`config.mk`:
```
export PLATFORM = sky130hd
export DESIGN_NAME = down_counter_timer_flat
export DESIGN_NICKNAME = d
export VERILOG_FILES = /design/src/rtl/down_counter_timer_if.sv /design/src/rtl/down_counter_timer.sv /design/src/flat_wrapper.sv
export SDC_FILE = /design/constraint.sdc
export NUM_CORES = 1
export LEC_CHECK = 0
export ABC_AREA = 1
export CAP_MARGIN = 20
export CORE_UTILIZATION = 40
export CTS_BUF_LIST = sky130_fd_sc_hd__clkbuf_16
export DETAILED_ROUTE_END_ITERATION = 7
export DONT_BUFFER_PORTS = 1
export PLACE_DENSITY = 0.65
export SYNTH_ARGS = -nofsm -noshare
export SYNTH_HDL_FRONTEND = slang
export SYNTH_SLANG_ARGS = --single-unit
```
`constraint.sdc`:
```
create_clock -name clk -period 1.85 [get_ports clk]
set_input_delay 0.2775 -clock clk [delete_from_list [all_inputs] [get_ports clk]]
set_output_delay 0.2775 -clock clk [all_outputs]
set_load 0.02 [all_outputs]
```
`src/rtl/down_counter_timer_if.sv`:
```
// Control/status bundle for down_counter_timer: start/load/tick/abort in, count and status out.
// Latency: none (wires only).
// Backpressure: none; the timer accepts its inputs every cycle.
interface down_counter_timer_if #(
   parameter int WIDTH = 8
);
   logic             start;
   logic [WIDTH-1:0] start_value;
   logic             tick;
   logic             abort;
   logic [WIDTH-1:0] q;
   logic             busy;
   logic             done;

   modport master (
      output start, start_value, tick, abort,
      input  q, busy, done
   );

   modport slave (
      input  start, start_value, tick, abort,
      output q, busy, done
   );
endinterface

```
`src/rtl/down_counter_timer.sv`:
```
// Loadable down-counter/timer with one-cycle done pulse; DOWN_COUNTER_AUTO_RELOAD_EN selects periodic reload.
// Latency: q/busy one cycle after start; done N cycles after start for N ticks; all outputs registered.
// Backpressure: none; abort > start > tick are acted on every edge, tick ignored while idle.
module down_counter_timer #(
   parameter int WIDTH = 8
) (
   input  logic                  clk,
   input  logic                  clear_n,
   down_counter_timer_if.slave   tmr
);

`ifdef DOWN_COUNTER_AUTO_RELOAD_EN
   localparam bit AUTO_RELOAD = 1'b1;
`else
   localparam bit AUTO_RELOAD = 1'b0;
`endif

   localparam logic [WIDTH-1:0] ONE = {{(WIDTH-1){1'b0}}, 1'b1};

   typedef enum logic {
      IDLE = 1'b0,
      RUN  = 1'b1
   } state_t;

   state_t           state_r, state_n;
   logic [WIDTH-1:0] q_r, q_n;
   logic [WIDTH-1:0] reload_r, reload_n;
   logic             busy_r, busy_n;
   logic             done_r, done_n;

   logic             in_run_tick;
   logic             dec_en;
   logic [WIDTH-1:0] tgl;
   logic [WIDTH-1:0] q_dec;

   assign in_run_tick = (state_r == RUN) && tmr.tick && !tmr.abort && !tmr.start;
   assign dec_en      = in_run_tick && (q_r > ONE);

   // Toggle-enable decrement: a bit flips when every lower bit is already zero.
   for (genvar i = 0; i < WIDTH; i++) begin : g_tgl
      if (i == 0) begin : g_lsb
         assign tgl[i] = dec_en;
      end else begin : g_bit
         assign tgl[i] = dec_en && (q_r[i-1:0] == '0);
      end
   end

   assign q_dec = q_r ^ tgl;

   always_ff @(posedge clk or negedge clear_n) begin
      if (!clear_n) begin
         state_r  <= IDLE;
         q_r      <= '0;
         reload_r <= '0;
         busy_r   <= 1'b0;
         done_r   <= 1'b0;
      end else begin
         state_r  <= state_n;
         q_r      <= q_n;
         reload_r <= reload_n;
         busy_r   <= busy_n;
         done_r   <= done_n;
      end
   end

   always_comb begin
      state_n  = state_r;
      q_n      = q_r;
      reload_n = reload_r;
      busy_n   = busy_r;
      done_n   = 1'b0;

      if (tmr.abort) begin
         q_n     = '0;
         busy_n  = 1'b0;
         state_n = IDLE;
      end else if (tmr.start) begin
         reload_n = tmr.start_value;
         if (tmr.start_value != '0) begin
            q_n     = tmr.start_value;
            busy_n  = 1'b1;
            state_n = RUN;
         end else begin
            q_n     = '0;
            done_n  = 1'b1;
            busy_n  = 1'b0;
            state_n = IDLE;
         end
      end else if (in_run_tick) begin
         if (q_r == ONE) begin
            done_n = 1'b1;
            if (AUTO_RELOAD) begin
               q_n     = reload_r;
               busy_n  = 1'b1;
               state_n = RUN;
            end else begin
               q_n     = '0;
               busy_n  = 1'b0;
               state_n = IDLE;
            end
         end else if (dec_en) begin
            q_n = q_dec;
         end
      end
   end

   assign tmr.q    = q_r;
   assign tmr.busy = busy_r;
   assign tmr.done = done_r;

endmodule
```
`src/flat_wrapper.sv`:
```
// flat-port wrapper written by rule: the top's interface ports become plain ports
module down_counter_timer_flat 
#(
   parameter int WIDTH = 8
)
  (clk, clear_n, tmr_start, tmr_start_value, tmr_tick, tmr_abort, tmr_q, tmr_busy, tmr_done);
  down_counter_timer_if #(.WIDTH(WIDTH)) tmr_i ();
  input  logic clk;
  input  logic clear_n;
  input wire logic [$bits(tmr_i.start)-1:0] tmr_start;
  input wire logic [$bits(tmr_i.start_value)-1:0] tmr_start_value;
  input wire logic [$bits(tmr_i.tick)-1:0] tmr_tick;
  input wire logic [$bits(tmr_i.abort)-1:0] tmr_abort;
  output wire logic [$bits(tmr_i.q)-1:0] tmr_q;
  output wire logic [$bits(tmr_i.busy)-1:0] tmr_busy;
  output wire logic [$bits(tmr_i.done)-1:0] tmr_done;
  assign tmr_i.start = tmr_start;
  assign tmr_i.start_value = tmr_start_value;
  assign tmr_i.tick = tmr_tick;
  assign tmr_i.abort = tmr_abort;
  assign tmr_q = tmr_i.q;
  assign tmr_busy = tmr_i.busy;
  assign tmr_done = tmr_i.done;
  down_counter_timer #(.WIDTH(WIDTH)) u_core (.clk(clk), .clear_n(clear_n), .tmr(tmr_i));
endmodule
```
==> flow_metrics.tcl <==
set metrics [dict create \
    startpoint_type "flip-flop" \
    wl_met3_um 186 \
    fp.coreArea_sq_um 1764 \
    clk_pin_slew_ps 40 \
    gr-usage-all-layers_pct 20.16 \
    die_h_um 45.93 \
    grt_pass1_vias 712 \
    path_common_cell "nand2_1" \
    area_growth_pct 23.83 \
    initial_core_util_pct 43.76 \
    io_buffers 0 \
    wl_mm 1.865 \
    yosys-top-cells-area "dfrtp_1 (32%), nand2_1 (18%), nor2_1 (12%)" \
    synth_top_cell_by_area "dfrtp_1" \
    synth_top_area_share_pct 32.41 \
    whs_path_depth 1 \
    seqCellArea_sq_um 250.2 \
    total_power_w 0.0008159 \
    crit_fanout 5 \
    crit_arrival_ps 1840 \
    wl_met2_um 878 \
    drtIter0Drc 18 \
    vdd_drop_max_v 0.0006305 \
    syn_nets 137 \
    synth_warnings 0 \
    fp-row-count 15 \
    hold_end "u_core.tmr.q[6]" \
    ys_seq_area_share_pct 32.41 \
    die_area_sq_um 2110 \
    critPathMaxStageDelay_ps 420 \
    remaining_drc_errors 0 \
    io-pin-count 23 \
    synth_seq_cells 10 \
    rr_worst_depth 10 \
    cp_slowest_cell "dfrtp_1" \
    path_cells "nor2_1, nand2_1, inv_2, nand2_1, nand3_1, inv_1, ha_1, o22ai_1, nand2_1, o21ai_1" \
    r2r_start "u_core.tmr.q[3]" \
    fin_hold_ws_ps 105.7 \
    timing.final.crit_share_pct 91.15 \
    synthCells 123 \
    nets 152 \
    cts_tree "yes" \
    syn_area_sq_um 772.0 \
    hold_violations 0 \
    clock_path_buffers 2 \
    postPlaceCellArea_sq_um 870.8 \
    r2r_end "u_core.tmr.q[0]" \
    cts_root_buffer "clkbuf_16" \
    async_flop_share_pct 100.0 \
    cts.sinks 10 \
    gp_congestion 0.8820 \
    slew_violations 0 \
    cap_violations 0 \
    maxUsedRoutingLayer "met4" \
    vias 807 \
    dp_hpwl_mm 1.449 \
    clkLatencyLatePin_ps 230 \
    ant_nets 0 \
    drt-met1-wl_um 790 \
    fmax_ghz 0.5931 \
    drt-pass1-iter-count 4 \
    avgViaCountPerCell 5.012 \
    min-delay-path-class "in -> reg" \
    wl_per_cell_um 11.58 \
    grt_max_degree 11 \
    cp-end-kind "flip-flop" \
    grt_first_pass_wirelength_mm 3.001 \
    finalCriticalPeriod_ps 1686 \
    synth_ff_type "dfrtp_1" \
    setup_violations 0 \
    status "completed" \
    worstPathRequired_ps 2000 \
    r2r_slack_ps 160 \
    cts_buffers 3 \
    finish.instance_area_sq_um 955.9 \
    post_route_cells_drive_above_1_share_pct 19.12 \
    synth.distinct_cells 20 \
    synth-edff-count 0 \
    worst_pin_slew_ps 491.6 \
    fill_cells 185 \
    min-delay-start "tmr_abort" \
    synth_most_common_cell "nand2_1" \
    relSlewSlack_pct 67.12 \
    grt_overflow 0 \
    multi_input_area_sq_um 454.2 \
    antenna_cells 0 \
    criticalPathCategory "reg -> reg" \
    finClkSkew_ps 2.789 \
    synth.top_cells.by_count "nand2_1 (38), nor2_1 (25), inv_1 (13), dfrtp_1 (10), nand3_1 (7)" \
    power_leakage_nw 0.5018 \
    die_w_um 45.93 \
    cts_setup_buffers 0 \
    antenna_found_initial 0 \
    postSynthAreaPerCell_sq_um 6.276 \
    power.density_nw_per_um2 853.5 \
    timing.setup.tns_ps 0 \
    htreeDepth 1 \
    rsz0062_at_grt "no" \
]
-- what timing repair did --
item | 4_1_cts | 5_1_grt
hold endpoints to repair | 10 | 0
gates resized for setup | 0 | 0
hold buffers | 1 | 0
-- cells in the final DEF (no fill, tap or decap) --
master,Yosys,layout
dlygate4sd3_1,0,1
inv_2,5,5
o32ai_1,1,1
nand2_2,5,5
nor2_1,25,25
o22ai_1,1,1
nor3_4,1,1
o21ai_1,4,4
o21ai_0,2,2
nand3_1,7,7
nor3_1,2,2
nor3b_1,1,1
ha_1,1,1
buf_4,0,9
or2_0,1,1
nor2_2,1,1
dfrtp_1,10,10
nand4_1,3,3
nand2_1,38,38
nand3_4,1,1
o21bai_2,1,1
clkbuf_16,0,3
inv_1,13,13
-- routing by layer --
| layer | GRT usage (%) | up-vias |
|---|---|---|
| li1 | - | 415 |
| met1 | 27.21 | 353 |
| met2 | 30.42 | 37 |
| met3 | 5.159 | 2 |
| met4 | 8.235 | 0 |
| met5 | 0 | - |
-- sequential cells by signal, indices dropped and copies added, names as in the netlist --
| signal | flops |
|---|---|
| u_core.tmr.done | 1 |
| u_core.state_r | 1 |
| u_core.tmr.q | 8 |
-- cell type report --
type / instances / share of cell area (%)
sequential: 10 / 26.18
multi-input combinational: 95 / 47.51
clock buffer: 3 / 7.853
timing repair buffer: 10 / 8.115
tap: 25 / 3.272
inverter: 18 / 7.068
-- worst max path at each step --
stage,slack [ps],endpoint,start,cells past startpoint
3_5_place_dp,190,u_core.tmr.q[0],u_core.tmr.q[3],10
2_1_floorplan,260,u_core.tmr.q[0],u_core.tmr.q[3],10
4_1_cts,180,u_core.tmr.q[0],u_core.tmr.q[3],10
5_1_grt,10,u_core.tmr.q[0],u_core.tmr.q[3],10
6_report,160,u_core.tmr.q[0],u_core.tmr.q[3],10
3_3_place_gp,270,u_core.tmr.q[0],u_core.tmr.q[3],10
-- worst max-delay path, delay by kind of cell (launching register included) --
family	cells	cell delay [ps]
DFF	1	420
adders and majority gates	1	260
and+or+nand+nor	5	580
buffers and inverters	2	160
AOI/OAI and AO/OA	2	200
-- metrics by stage --
| stage | instances | setup slack [ps] | utilization [%] |
|---|---|---|---|
| final | 161 | 163.8 | 54.18 |
| after global routing | 161 | 14.22 | 54.18 |
| after CTS | 161 | 176.0 | 54.18 |
| after detailed placement | 157 | 194.7 | 49.36 |
| after global placement | 157 | 270.5 | 49.36 |
| after floorplan | 123 | 259.9 | - |
-- power breakdown --
part / total (W) / internal [W] / switching (W) / leakage (nW)
logic: 0.000197 / 0.0000676 / 0.000130 / 0.334
registers: 0.000252 / 0.000237 / 0.0000148 / 0.131
clock network: 0.000367 / 0.000279 / 0.0000877 / 0.0370
total: 0.000816 / 0.000584 / 0.000232 / 0.502
-- cell families after synthesis --
logic type | after synthesis | share of synthesized area (%)
AND/OR/NAND/NOR | 85 | 49.92
adder cells (fa/ha/maj) | 1 | 1.620
flip-flops | 10 | 32.41
buffers and inverters | 18 | 8.753
AO/OA/AOI/OAI | 9 | 7.294
Note: power is estimated with default switching activity, not from simulation.
